--- src/rtl/mul_seq_pkg.sv ---
// rtl/mul_seq_pkg.sv - shared FSM state type and ALU opcodes for the shift-add multiplier
package mul_seq_pkg;

   typedef enum logic [1:0] {
      IDLE = 2'd0,
      RUN  = 2'd1,
      DONE = 2'd2
   } state_t;

   localparam logic [3:0] ALU_AND   = 4'b0000;
   localparam logic [3:0] ALU_ORR   = 4'b0001;
   localparam logic [3:0] ALU_ADD   = 4'b0010;
   localparam logic [3:0] ALU_SUB   = 4'b0110;
   localparam logic [3:0] ALU_PASSB = 4'b0111;

endpackage

--- src/rtl/mul_seq_alu.sv ---
// rtl/mul_seq_alu.sv - N-bit execute-stage ALU reused as the multiplier's accumulate adder
module mul_seq_alu #(
   parameter int N = 64
) (
   input  logic [N-1:0] srca,
   input  logic [N-1:0] srcb,
   input  logic [3:0]   alu_control,
   output logic [N-1:0] alu_result,
   output logic         zero
);
   import mul_seq_pkg::*;

   always_comb begin
      case (alu_control)
         ALU_AND:   alu_result = srca & srcb;
         ALU_ORR:   alu_result = srca | srcb;
         ALU_ADD:   alu_result = srca + srcb;
         ALU_SUB:   alu_result = srca - srcb;
         ALU_PASSB: alu_result = srcb;
         default:   alu_result = '0;
      endcase
   end

   assign zero = (alu_result == '0);

endmodule

--- src/rtl/mul_seq.sv ---
// rtl/mul_seq.sv - iterative shift-add multiplier, low N bits of a*b via one ALU add per cycle
module mul_seq #(
   parameter int N          = 64,
   parameter int EARLY_EXIT = 1
) (
   input  logic         clk,
   input  logic         reset,
   input  logic         start,
   input  logic [N-1:0] a,
   input  logic [N-1:0] b,
   output logic         busy,
   output logic         done,
   output logic [N-1:0] result,
   output logic         zero
);
   import mul_seq_pkg::*;

   localparam int CW = $clog2(N) + 1;

   state_t        state;
   logic [N-1:0]  acc;
   logic [N-1:0]  mcand;
   logic [N-1:0]  mplier;
   logic [CW-1:0] cnt;
   logic [N-1:0]  sum;
   logic [N-1:0]  acc_next;
   logic          last;
   logic          unused_alu_zero;

   mul_seq_alu #(.N(N)) u_alu (
      .srca        (acc),
      .srcb        (mcand),
      .alu_control (ALU_ADD),
      .alu_result  (sum),
      .zero        (unused_alu_zero)
   );

   // last is evaluated on the pre-shift multiplier, so this cycle's add is included
   always_comb begin
      acc_next = mplier[0] ? sum : acc;
      last     = (cnt == CW'(N - 1)) ||
                 ((EARLY_EXIT != 0) && ((mplier >> 1) == '0));
   end

   always_ff @(posedge clk) begin
      if (reset) begin
         state  <= IDLE;
         busy   <= 1'b0;
         done   <= 1'b0;
         result <= '0;
         zero   <= 1'b1;
         acc    <= '0;
         mcand  <= '0;
         mplier <= '0;
         cnt    <= '0;
      end else begin
         case (state)
            IDLE: begin
               if (start) begin
                  mcand  <= a;
                  mplier <= b;
                  acc    <= '0;
                  cnt    <= '0;
                  busy   <= 1'b1;
                  state  <= RUN;
               end
            end
            RUN: begin
               acc    <= acc_next;
               mcand  <= mcand << 1;
               mplier <= mplier >> 1;
               cnt    <= cnt + CW'(1);
               if (last) begin
                  result <= acc_next;
                  zero   <= (acc_next == '0);
                  done   <= 1'b1;
                  state  <= DONE;
               end
            end
            DONE: begin
               done  <= 1'b0;
               busy  <= 1'b0;
               state <= IDLE;
            end
            default: begin
               done  <= 1'b0;
               busy  <= 1'b0;
               state <= IDLE;
            end
         endcase
      end
   end

endmodule

--- config.mk ---
export PLATFORM = sky130hd
export DESIGN_NAME = mul_seq
export DESIGN_NICKNAME = d
export VERILOG_FILES = /design/src/rtl/mul_seq_pkg.sv /design/src/rtl/mul_seq_alu.sv /design/src/rtl/mul_seq.sv
export SDC_FILE = /design/constraint.sdc
export NUM_CORES = 1
export LEC_CHECK = 0
export CAP_MARGIN = 30
export CORE_MARGIN = 1.5
export CORE_UTILIZATION = 49
export CTS_CLUSTER_DIAMETER = 150
export CTS_CLUSTER_SIZE = 14
export DETAILED_ROUTE_END_ITERATION = 10
export PLACE_DENSITY_LB_ADDON = 0.08
export SYNTH_ARGS = -nofsm -noshare
export SYNTH_HDL_FRONTEND = slang
export SYNTH_SLANG_ARGS = --single-unit
--- constraint.sdc ---
create_clock -name clk -period 4.11 [get_ports clk]
set_clock_uncertainty 0.2 [all_clocks]
set_input_delay 0.822 -clock clk [delete_from_list [all_inputs] [get_ports clk]]
set_output_delay 0.822 -clock clk [all_outputs]
set_load 0.05 [all_outputs]
==> metrics.md, run 1 <==
| Metric | Value |
|---|---|
| Antenna violations before repair | `0` |
| Detailed-route wire length on metal 1 | `24100 um` |
| Leakage dissipation | `7.80 nW` |
| Aggregate routed wire length | `53400 um` |
| Sequential cell area | `5380 um^2` |
| Slew margin rel. | `29.0%` |
| Post-synth EDFFs | `0` |
| Global-route wire length before repair | `84000 um` |
| Critical path launch point | `acc[0]` |
| Clock tree from TritonCTS | `built` |
| Crit-path max cell delay | `0.41 ns` |
| Total DRC errors in the routed layout | `0` |
| Ant. Diodes | `0` |
| Fraction of final layout cells with drive strength greater than 1 | `12.5%` |
| Total Routing Usage GR | `31.6%` |
| Arr. time, crit path | `4.31 ns` |
| Worst hold path stage count | `2` |
| Kind of capture point of the worst setup path | `register` |
| CTS Root Buffer Type | `clkbuf_16` |
| Width of the die | `182 um` |
| Slowest cell on the critical path | `fa_2` |
| Maximum number of pins on one net before global-route repair | `182` |
| TritonCTS Sinks | `268` |
| Worst hold endpoint | `mcand[63]` |
| Via count of the first global-routing pass | `15370` |
| Status | `finished clean` |
| Fraction of the yosys area taken by sequential cells | `34.3%` |
| Die boundary height | `182 um` |
| Count of mapped cells out of synthesis | `2083` |
| Combined area of the multi-input logic cells | `9940 um^2` |
| Vias per std cell | `5.98` |
| Required time of the critical path | `4.41 ns` |
| Delay-heaviest family, CP | `simple AND/OR/NAND/NOR gates` |
| Detailed-routing iteration count for the pre-antenna-repair pass | `5` |
| Total number of placement rows | `65` |
| Area enclosed by the die boundary | `33000 um^2` |
| DR WL met2 | `24900 um` |
| Avg Inst Size Synth | `7.50 um^2` |
| Antenna Nets Post-Route | `0` |
| Io pins | `198` |
| Maximum number of buffers from clock root to sink | `3` |
| Post-synthesis async set-or-reset flop share | `0%` |
| Final instance area | `19500 um^2` |
| Period Utilization, post-route | `97.5%` |
| Count of final hold-check violations | `0` |
| Worst VDD drop | `0.000290 V` |
| Vias after detailed routing | `16126` |
| Total power after layout | `6.23 mW` |
| TritonCTS Buffers | `23` |
| Number of violations of the max-capacitance limit | `0` |
| Worst Reg-to-Reg Cells | `15` |
| Starting Density | `49.7%` |
| Area post-placement | `18500 um^2` |
| Final min period | `4.01 ns` |
| Max layer used | `met4` |
| Flip-flop and latch count after synthesis | `268` |
| Main flop type after synthesis | `dfxtp_1` |
| Grt ovf | `0` |
| Port-buffer cells | `197` |
| Area of the placeable core | `31500 um^2` |
| Critical R2R Launch | `acc[0]` |
| CP startpoint kind | `register` |
| Synthesis Warnings | `0` |
| Final count of pins violating max slew | `0` |
| Start-to-end type of the worst setup path | `reg2reg` |
| # nets final | `2488` |
| Setup repair after global routing missed its margin | `true` |
| Hold buffer count at CTS | `0` |
| Least-Margin Pin Slew | `1.06 ns` |
| Crit path max fanout | `6` |
| Final weighted congestion in routability-driven placement | `1.02` |
| Post-synthesis instance area | `15600 um^2` |
| HPWL Detailed | `39300 um` |
| Met3 wire len | `3030 um` |
| CP Cell Sequence | `ha_4, inv_2, fa_2, nor2b_4, o31a_4, o21ai_4, a211oi_4, nor3b_4, o2111a_1, a221o_1, nand4b_1, nor4b_4, nand4_1, nor4_2, a211o_1` |
| Detailed router's first-iteration violation count | `1235` |
| Power density over cell area | `319 nW/um^2` |
| Terminus of the critical flop-to-flop path | `zero` |
| Class of the most critical hold timing path | `reg2reg` |
| Average routed wire per standard cell | `19.8 um` |
| Number of levels the H-tree was split into | `1` |
| Fmax | `249 MHz` |
| Clock-pin slew on the worst setup and hold paths | `0.07 ns` |
| Filler Cell Count | `2890` |
| Minimum setup slack among reg-to-reg paths | `0.10 ns` |
| Layout-stage area growth over the synthesis result | `25.0%` |
| Critical path buffers and inverters | `1` |
| Synthesized net count | `2279` |
| Setup Viol. Count Final | `0` |
| Count of different cell masters after synthesis | `103` |
| Hold path startpoint | `mcand[63]` |
| Worst-Skew Late Latency | `0.56 ns` |
-- cell usage after synthesis, drive strengths merged (7+ instances only) --
cell type / instances / area (um^2)
o211ai: 12 / 114
a22oi: 23 / 173
o31ai: 13 / 97.6
a21boi: 7 / 52.6
buf: 31 / 189
nand4: 34 / 231
or3: 15 / 98.8
o21a: 19 / 148
o21ai: 66 / 342
a21oi: 140 / 723
nand2b: 14 / 87.6
nor2: 607 / 2280
o21bai: 9 / 67.6
a211oi: 45 / 358
xnor2: 20 / 175
inv: 19 / 71.3
and2: 7 / 46.3
mux2i: 24 / 240
mux2: 13 / 150
a21o: 31 / 235
nor2b: 10 / 70.1
a31oi: 25 / 163
nand2: 107 / 404
xor2: 18 / 158
dfxtp: 268 / 5370
clkbuf: 114 / 429
nor3: 55 / 290
nand3: 27 / 153
nor4: 147 / 938
ha: 64 / 801
-- worst register-to-register path: cells and delay by family, from the launching register on --
kind	cells	cell delay (ns)
compound gates	6	1.41
fa+ha+maj	2	0.55
flops	1	0.35
buf+inv	1	0.04
simple gates	6	1.42
-- power breakdown --
part / internal [mW] / leakage [nW] / switching [mW]
clock: 1.01 / 0.301 / 1.00
combinational: 0.558 / 5.31 / 0.779
sequential: 2.74 / 2.19 / 0.141
-- how the worst max path moves through the flow --
stage	slack [ns]	end	cells past startpoint
floorplan	0.47	zero	14
global placement	-0.02	zero	15
detailed placement	-0.06	zero	15
CTS	0.004	zero	14
global route	-0.05	zero	13
finish	0.10	zero	15
-- cell type report --
type / instances / share of cell area [%]
clock inverter: 2 / 0.186
clock buffer: 24 / 2.96
multi-input combinational: 1651 / 50.8
timing repair buffer: 329 / 15.6
tap: 402 / 2.57
inverter: 19 / 0.365
sequential: 268 / 27.5
-- sequential cells by signal, summed over array words and instances, names as in the netlist --
name / count
mplier: 64
busy: 1
mcand: 64
result: 64
acc: 64
cnt: 7
zero: 1
state: 2
done: 1
-- what timing repair did --
action                                  in CTS  in global routing
pin swaps                                    4                 21
endpoints found under the setup margin       1                  2
hold endpoints to repair                     0                  0
setup buffers                                1                  6
resized for setup                            3                 74
-- per-stage QoR --
stage / worst slack (ns) / hold WS [ns] / std cells / TNS, ns / util (%)
floorplan: 0.465 / 0.249 / 2083 / 0 / -
global placement: -0.0237 / 0.257 / 2662 / -0.0237 / 58.9
detailed placement: -0.0589 / 0.273 / 2662 / -0.0589 / 58.9
CTS: 0.00419 / 0.288 / 2689 / 0 / 60.9
global route: -0.0528 / 0.305 / 2695 / -0.0528 / 62.1
finish: 0.101 / 0.283 / 2695 / 0 / 62.1
-- routing by layer --
| metal | global-route usage (%) | vias up |
|---|---|---|
| li1 | - | 7875 |
| met1 | 43.2 | 7607 |
| met2 | 52.9 | 557 |
| met3 | 3.57 | 87 |
| met4 | 8.37 | 0 |
| met5 | 0 | - |
-- logic make-up (layout without fill, tap and decap cells) --
group,after synthesis,in the layout,synth area share (%)
AO/OA/AOI/OAI,453,453,20.1
XOR/XNOR,38,38,2.13
adder cells (fa/ha/maj),65,65,5.25
buffers and inverters,164,374,4.41
flip-flops,268,268,34.3
multiplexers,37,37,2.50
AND/OR/NAND/NOR,1058,1058,31.3
-- layout by cell type, fill, tap and decap left out, drive strengths merged, types with 20 or more instances in the layout --
master           n
a211oi          45
a21o            31
a21oi          140
a22oi           23
a31oi           25
buf            132
clkbuf          25
clkdlybuf4s50  196
dfxtp          268
ha              64
inv             20
mux2i           24
nand2          107
nand3           27
nand4           34
nor2           607
nor3            55
nor4           147
o21ai           66
xnor2           20
(Power assumes the default switching activity.)
==> run 2, diff against run 1 <==
==> constraint.sdc (replaced) <==
create_clock -name clk -period 4.8 [get_ports clk]
set_clock_uncertainty 0.2 [all_clocks]
set_input_delay 0.96 -clock clk [delete_from_list [all_inputs] [get_ports clk]]
set_output_delay 0.96 -clock clk [all_outputs]
set_load 0.05 [all_outputs]
==> run 2 against run 1 <==
Register-to-register slack improved by 0.20 ns. Flip-flop and latch count stayed put. Worst setup slack better by 0.20 ns. First-iteration DRC count up 2.0%. Non-clock buffer count shrank 99. Power fell by 16%. Clock power shrank 14%. Via count fell by 1.8%. Clock-buffer cell count unchanged. Combinational power shrank 22%. Critical path type unchanged. Sequential power fell by 14%.
==> metrics.md, run 2 (same netlist as run 1, synthesis figures left out) <==
| Metric | Value |
|---|---|
| Kind of capture point of the worst setup path | `register` |
| Leakage dissipation | `7.29 nW (-6.6%)` |
| Setup repair after global routing missed its margin | `false` |
| Pre-CTS setup slack | `0.373 ns (+0.432 ns)` |
| Grt met1 use | `42.9% (-0.28 points)` |
| Area of the placeable core | `31500 um^2 (unchanged)` |
| Global-route wire length before repair | `83100 um (-0.99%)` |
| Global routing usage on met3 | `3.81% (+0.24 points)` |
| Post-CTS setup buffer count | `0 (-1)` |
| Total Routing Usage GR | `31.4% (-0.22 points)` |
| Detailed-routing iteration count for the pre-antenna-repair pass | `6 (+1)` |
| Ant. Diodes | `0 (unchanged)` |
| Hold buffer count at CTS | `0 (unchanged)` |
| Slew margin rel. | `41.0% (+12 points)` |
| CTS Root Buffer Type | `clkbuf_16` |
| Clock tree from TritonCTS | `built` |
| Crit path setup slack, layout | `0.300 ns (+0.198 ns)` |
| Worst-Skew Late Latency | `0.56 ns (about the same)` |
| Vias after detailed routing | `15833 (-1.8%)` |
| Period Utilization, post-route | `93.8% (-3.8 points)` |
| Detailed router's first-iteration violation count | `1260 (+2.0%)` |
| Commonest non-fill, non-tap cells in the layout | `nor2_1 (603), dfxtp_1 (267), clkdlybuf4s50_1 (196)` |
| CP startpoint kind | `register` |
| Aggregate routed wire length | `52700 um (-1.3%)` |
| Number of levels the H-tree was split into | `1 (unchanged)` |
| Starting Density | `49.7% (unchanged)` |
| Die boundary height | `182 um (unchanged)` |
| Final weighted congestion in routability-driven placement | `1.00 (-1.7%)` |
| Arr. time, crit path | `4.81 ns (+0.50 ns)` |
| Filler Cell Count | `2951 (+2.1%)` |
| Commonest non-fill, non-tap cell in the layout | `nor2_1` |
| Start-to-end type of the worst setup path | `reg2reg` |
| Worst VDD drop | `0.000501 V (+72%)` |
| CP Cell Sequence | `ha_1, a21oi_1, o21a_2, o221ai_1, a221o_1, o21ai_2, mux2_4, a221oi_4, or4b_1, nor4b_2, nand4_1, nor4_1, a211o_1` |
| Least-Margin Pin Slew | `0.884 ns (-0.181 ns)` |
| Area enclosed by the die boundary | `33000 um^2 (unchanged)` |
| TritonCTS Buffers | `23 (unchanged)` |
| Layout-stage area growth over the synthesis result | `17.9%` |
| Setup Viol. Count Final | `0 (unchanged)` |
| Maximum number of pins on one net before global-route repair | `128 (-30%)` |
| HPWL Detailed | `38800 um (-1.4%)` |
| Required time of the critical path | `5.11 ns (+0.70 ns)` |
| Clock-pin slew on the worst setup and hold paths | `0.07 ns (about the same)` |
| Crit-path max cell delay | `0.49 ns (+0.08 ns)` |
| # nets final | `2389 (-4.0%)` |
| Fraction of final layout cells with drive strength greater than 1 | `6.20% (-6.3 points)` |
| Worst Hold Slack | `0.262 ns (-0.0212 ns)` |
| Count of final hold-check violations | `0 (unchanged)` |
| Status | `finished clean` |
| Maximum number of buffers from clock root to sink | `3 (unchanged)` |
| GRT busiest layer | `met2` |
| Fmax | `222 MHz (-11%)` |
| Class of the most critical hold timing path | `reg2reg` |
| Final count of pins violating max slew | `0 (unchanged)` |
| Final min period | `4.50 ns (+0.492 ns)` |
| Via count of the first global-routing pass | `15020 (-2.3%)` |
| Width of the die | `182 um (unchanged)` |
| Vias per std cell | `6.10 (+1.9%)` |
| Slowest cell on the critical path | `or4b_1` |
| Total number of placement rows | `65 (unchanged)` |
| Aggregate negative setup slack | `0 ns (unchanged)` |
| Antenna violations before repair | `3 (+3)` |
| Power density over cell area | `284 nW/um^2 (-11%)` |
| Average routed wire per standard cell | `20.3 um (+2.5%)` |
| Crit path max fanout | `9 (+3)` |
| Grt ovf | `0 (unchanged)` |
| Count of cells resized by post-cts repair | `0 (-3)` |
| Met2 Usage GRT | `52.3% (-0.66 points)` |
| Antenna Nets Post-Route | `0 (unchanged)` |
| Io pins | `198 (unchanged)` |
| Number of violations of the max-capacitance limit | `0 (unchanged)` |
| TritonCTS Sinks | `268 (unchanged)` |
| Total DRC errors in the routed layout | `0 (unchanged)` |
| Minimum setup slack among reg-to-reg paths | `0.30 ns (+0.20 ns)` |
| Port-buffer cells | `197 (unchanged)` |
## run 2: cell types whose count changed in the layout (fill, tap and decap cells not counted), moves of 3 or more
| cell | before | now |
|---|---|---|
| ha_2 | 10 | 0 |
| dfxtp_2 | 6 | 0 |
| ha_4 | 7 | 0 |
| buf_6 | 3 | 0 |
| buf_4 | 124 | 30 |
| dfxtp_1 | 261 | 267 |
| o21ai_0 | 49 | 54 |
| ha_1 | 47 | 64 |
| a21oi_1 | 126 | 133 |
| a21oi_2 | 12 | 6 |
| o21ai_1 | 13 | 9 |
## run 2: area by class of cell
type                    count  area (um^2)  area share [%]
multi-input cells        1651         9610            52.1
flip-flops and latches    268         5370            29.1
clock inverters             2         36.3           0.197
clock buffers              24          579            3.14
inverters                  19         71.3           0.387
repair buffers            230         2260            12.3
well taps                 402          503            2.73
## run 2: critical path: cells and delay by family, from the launching register on
| kind | cells | cell delay (ns) |
|---|---|---|
| AO/OA/AOI/OAI | 7 | 1.70 |
| AND/OR/NAND/NOR | 4 | 1.35 |
| flip-flops | 1 | 0.43 |
| adder cells (fa/ha/maj) | 1 | 0.41 |
| multiplexers | 1 | 0.34 |
## run 2: final timing paths
| path | start | endpoint | cells after the start |
|---|---|---|---|
| max reg2reg | mcand[15] | zero | 13 |
| min reg2reg | result[48] | result[48] | 2 |
| max | mcand[15] | zero | 13 |
| min | result[48] | result[48] | 2 |
## run 2: routing by layer
metal / part of all wire (%) / vias to the layer above
met4: 2.8 / 6
met5: 0.087 / -
li1: - / 7694
met2: 46 / 570
met1: 45 / 7472
met3: 5.6 / 91
## run 2: power breakdown
| group | internal [mW] | leakage, nW | switching, mW | total (mW) |
|---|---|---|---|---|
| clock | 0.864 | 0.301 | 0.857 | 1.72 |
| sequential | 2.35 | 2.19 | 0.122 | 2.47 |
| combinational | 0.404 | 4.79 | 0.645 | 1.05 |
| total | 3.62 | 7.29 | 1.62 | 5.24 |
## run 2: per-stage QoR
step	area [um^2]	instances	util [%]	total power, mW
CTS	18400	2596	58.6	5.25
global route	18400	2596	58.6	5.46
global placement	17800	2570	56.6	3.54
floorplan	15600	2083	-	3.18
finish	18400	2596	58.6	5.24
detailed placement	17800	2570	56.6	3.56
==> run 3, diff against run 2 <==
--- a/config.mk
+++ b/config.mk
@@ -11,6 +11,7 @@
 export CTS_CLUSTER_DIAMETER = 150
 export CTS_CLUSTER_SIZE = 14
 export DETAILED_ROUTE_END_ITERATION = 10
+export DONT_BUFFER_PORTS = 1
 export PLACE_DENSITY_LB_ADDON = 0.08
 export SYNTH_ARGS = -nofsm -noshare
 export SYNTH_HDL_FRONTEND = slang
==> run 3 against run 2 <==
Critical path depth did not move. Critical path type unchanged. Wire length fell by 3.1%. Highest routed layer is now met4. First-iteration DRC count is 13% lower.
==> metrics.md, run 3 (same netlist as run 1, synthesis figures left out) <==
| Metric | Value |
|---|---|
| Filler Cell Count | `3161 (+7.1%)` |
| Worst-Skew Late Latency | `0.56 ns (about the same)` |
| Final min period | `4.52 ns (+0.0180 ns)` |
| Port-buffer cells | `0 (-100%)` |
| Area of the placeable core | `31500 um^2 (unchanged)` |
| Total DRC errors in the routed layout | `0 (unchanged)` |
| Io pins | `198 (unchanged)` |
| Ant. Diodes | `0 (unchanged)` |
| HPWL Detailed | `37200 um (-4.1%)` |
| Final count of pins violating max slew | `0 (unchanged)` |
| Setup repair after global routing missed its margin | `false` |
| Aggregate negative setup slack | `0 ns (unchanged)` |
| Start-to-end type of the worst setup path | `reg2reg` |
| Width of the die | `182 um (unchanged)` |
| Grt ovf | `0 (unchanged)` |
| Maximum number of buffers from clock root to sink | `3 (unchanged)` |
| CP startpoint kind | `register` |
| Period Utilization, post-route | `94.1% (+0.37 points)` |
| Layout-stage area growth over the synthesis result | `4.98%` |
| Final weighted congestion in routability-driven placement | `0.970 (-3.2%)` |
| Worst Reg-to-Reg Cells | `13 (unchanged)` |
| Utilization after layout | `52.1% (-6.4 points)` |
| Commonest non-fill, non-tap cells in the layout | `nor2_1 (603), dfxtp_1 (267), nor4_1 (144)` |
| Post-route non-filler standard cell count | `2395 (-7.7%)` |
| Crit path max fanout | `9 (unchanged)` |
| Total Routing Usage GR | `30.2% (-1.2 points)` |
| Commonest non-fill, non-tap cell in the layout | `nor2_1` |
| Global-route wire length before repair | `79500 um (-4.4%)` |
| Placed instance count | `2368 (-7.9%)` |
| Total number of placement rows | `65 (unchanged)` |
| Aggregate routed wire length | `51100 um (-3.1%)` |
| Post-CTS setup buffer count | `0 (unchanged)` |
| Area enclosed by the die boundary | `33000 um^2 (unchanged)` |
| Vias after detailed routing | `14813 (-6.4%)` |
| Number of levels the H-tree was split into | `1 (unchanged)` |
| Class of the most critical hold timing path | `reg2reg` |
| Leakage dissipation | `6.52 nW (-11%)` |
| Status | `finished clean` |
| Count of final hold-check violations | `0 (unchanged)` |
| CTS Root Buffer Type | `clkbuf_16` |
| Clock-pin slew on the worst setup and hold paths | `0.07 ns (about the same)` |
| Number of violations of the max-capacitance limit | `0 (unchanged)` |
| Sequential cell area | `5370 um^2 (unchanged)` |
| Clock tree from TritonCTS | `built` |
| Worst VDD drop | `0.000265 V (-47%)` |
| TritonCTS Sinks | `268 (unchanged)` |
| Vias per std cell | `6.18 (+1.4%)` |
| Hold buffer count at CTS | `0 (unchanged)` |
| Worst Hold Slack | `0.281 ns (+0.0192 ns)` |
| Antenna violations before repair | `0 (-3)` |
| Via count of the first global-routing pass | `13954 (-7.1%)` |
| Starting Density | `49.7% (unchanged)` |
| Average routed wire per standard cell | `21.3 um (+5.0%)` |
| # nets final | `2188 (-8.4%)` |
| Antenna Nets Post-Route | `0 (unchanged)` |
| Total power after layout | `5.10 mW (-2.7%)` |
| Arr. time, crit path | `4.81 ns (about the same)` |
| Power density over cell area | `311 nW/um^2 (+9.3%)` |
| Fraction of final layout cells with drive strength greater than 1 | `6.57% (+0.37 points)` |
| Minimum setup slack among reg-to-reg paths | `0.28 ns (-0.02 ns)` |
| Count of cells resized by post-cts repair | `0 (unchanged)` |
| Required time of the critical path | `5.09 ns (-0.02 ns)` |
| Kind of capture point of the worst setup path | `register` |
| Die boundary height | `182 um (unchanged)` |
| Detailed-routing iteration count for the pre-antenna-repair pass | `5 (-1)` |
| Maximum number of pins on one net before global-route repair | `268 (+110%)` |
| Setup Viol. Count Final | `0 (unchanged)` |
| Combined area of the multi-input logic cells | `9610 um^2 (unchanged)` |
| TritonCTS Buffers | `23 (unchanged)` |
| Slew margin rel. | `33.3% (-7.7 points)` |
| Detailed router's first-iteration violation count | `1098 (-13%)` |
| Least-Margin Pin Slew | `1.00 ns (+0.117 ns)` |
| Fmax | `221 MHz (-0.40%)` |
| Worst hold path stage count | `2 (unchanged)` |
run 3: report_power, final:
part           internal (mW)  leakage (nW)  switching (mW)
combinational          0.310          4.03           0.585
sequential              2.35          2.19           0.121
clock                  0.864         0.301           0.872
run 3: final cells by class:
type / instances / area share, %
Timing Repair Buffer: 29 / 1.45
Clock buffer: 24 / 3.53
Tap cell: 402 / 3.07
Inverter: 19 / 0.435
Clock inverter: 2 / 0.221
Multi-Input combinational cell: 1651 / 58.6
Sequential cell: 268 / 32.7
run 3: routing by layer:
metal,share of wire [%],global-route usage [%],vias to the layer above
met5,0,0,-
met4,2.7,8.03,0
met3,6.7,5.15,73
met2,44,48.2,445
met1,46,42.0,7010
li1,-,-,7285
run 3: path summary, 6_finish.rpt:
check | start | end
setup reg to reg | acc[17] | zero
hold reg to reg | mcand[63] | mcand[63]
hold / removal | mcand[63] | mcand[63]
setup / recovery | acc[17] | zero
run 3: through the flow:
stage | instance area [um^2] | setup slack [ns]
CTS | 16400 | 0.365
finish | 16400 | 0.282
global placement | 15800 | 0.363
detailed placement | 15800 | 0.387
floorplan | 15600 | 1.16
global route | 16400 | 0.0926
run 3: critical path, stage by stage, from the launching register on:
cell and delay [ns]:
dfxtp_1 0.34, ha_1 0.44, a21oi_1 0.26, o21a_2 0.22, o221ai_1 0.18, a221o_1 0.39, o21ai_2 0.26, mux2_4 0.35
a221oi_4 0.29, or4b_1 0.49, nor4b_2 0.42, nand4_1 0.15, nor4_1 0.31, a211o_1 0.14
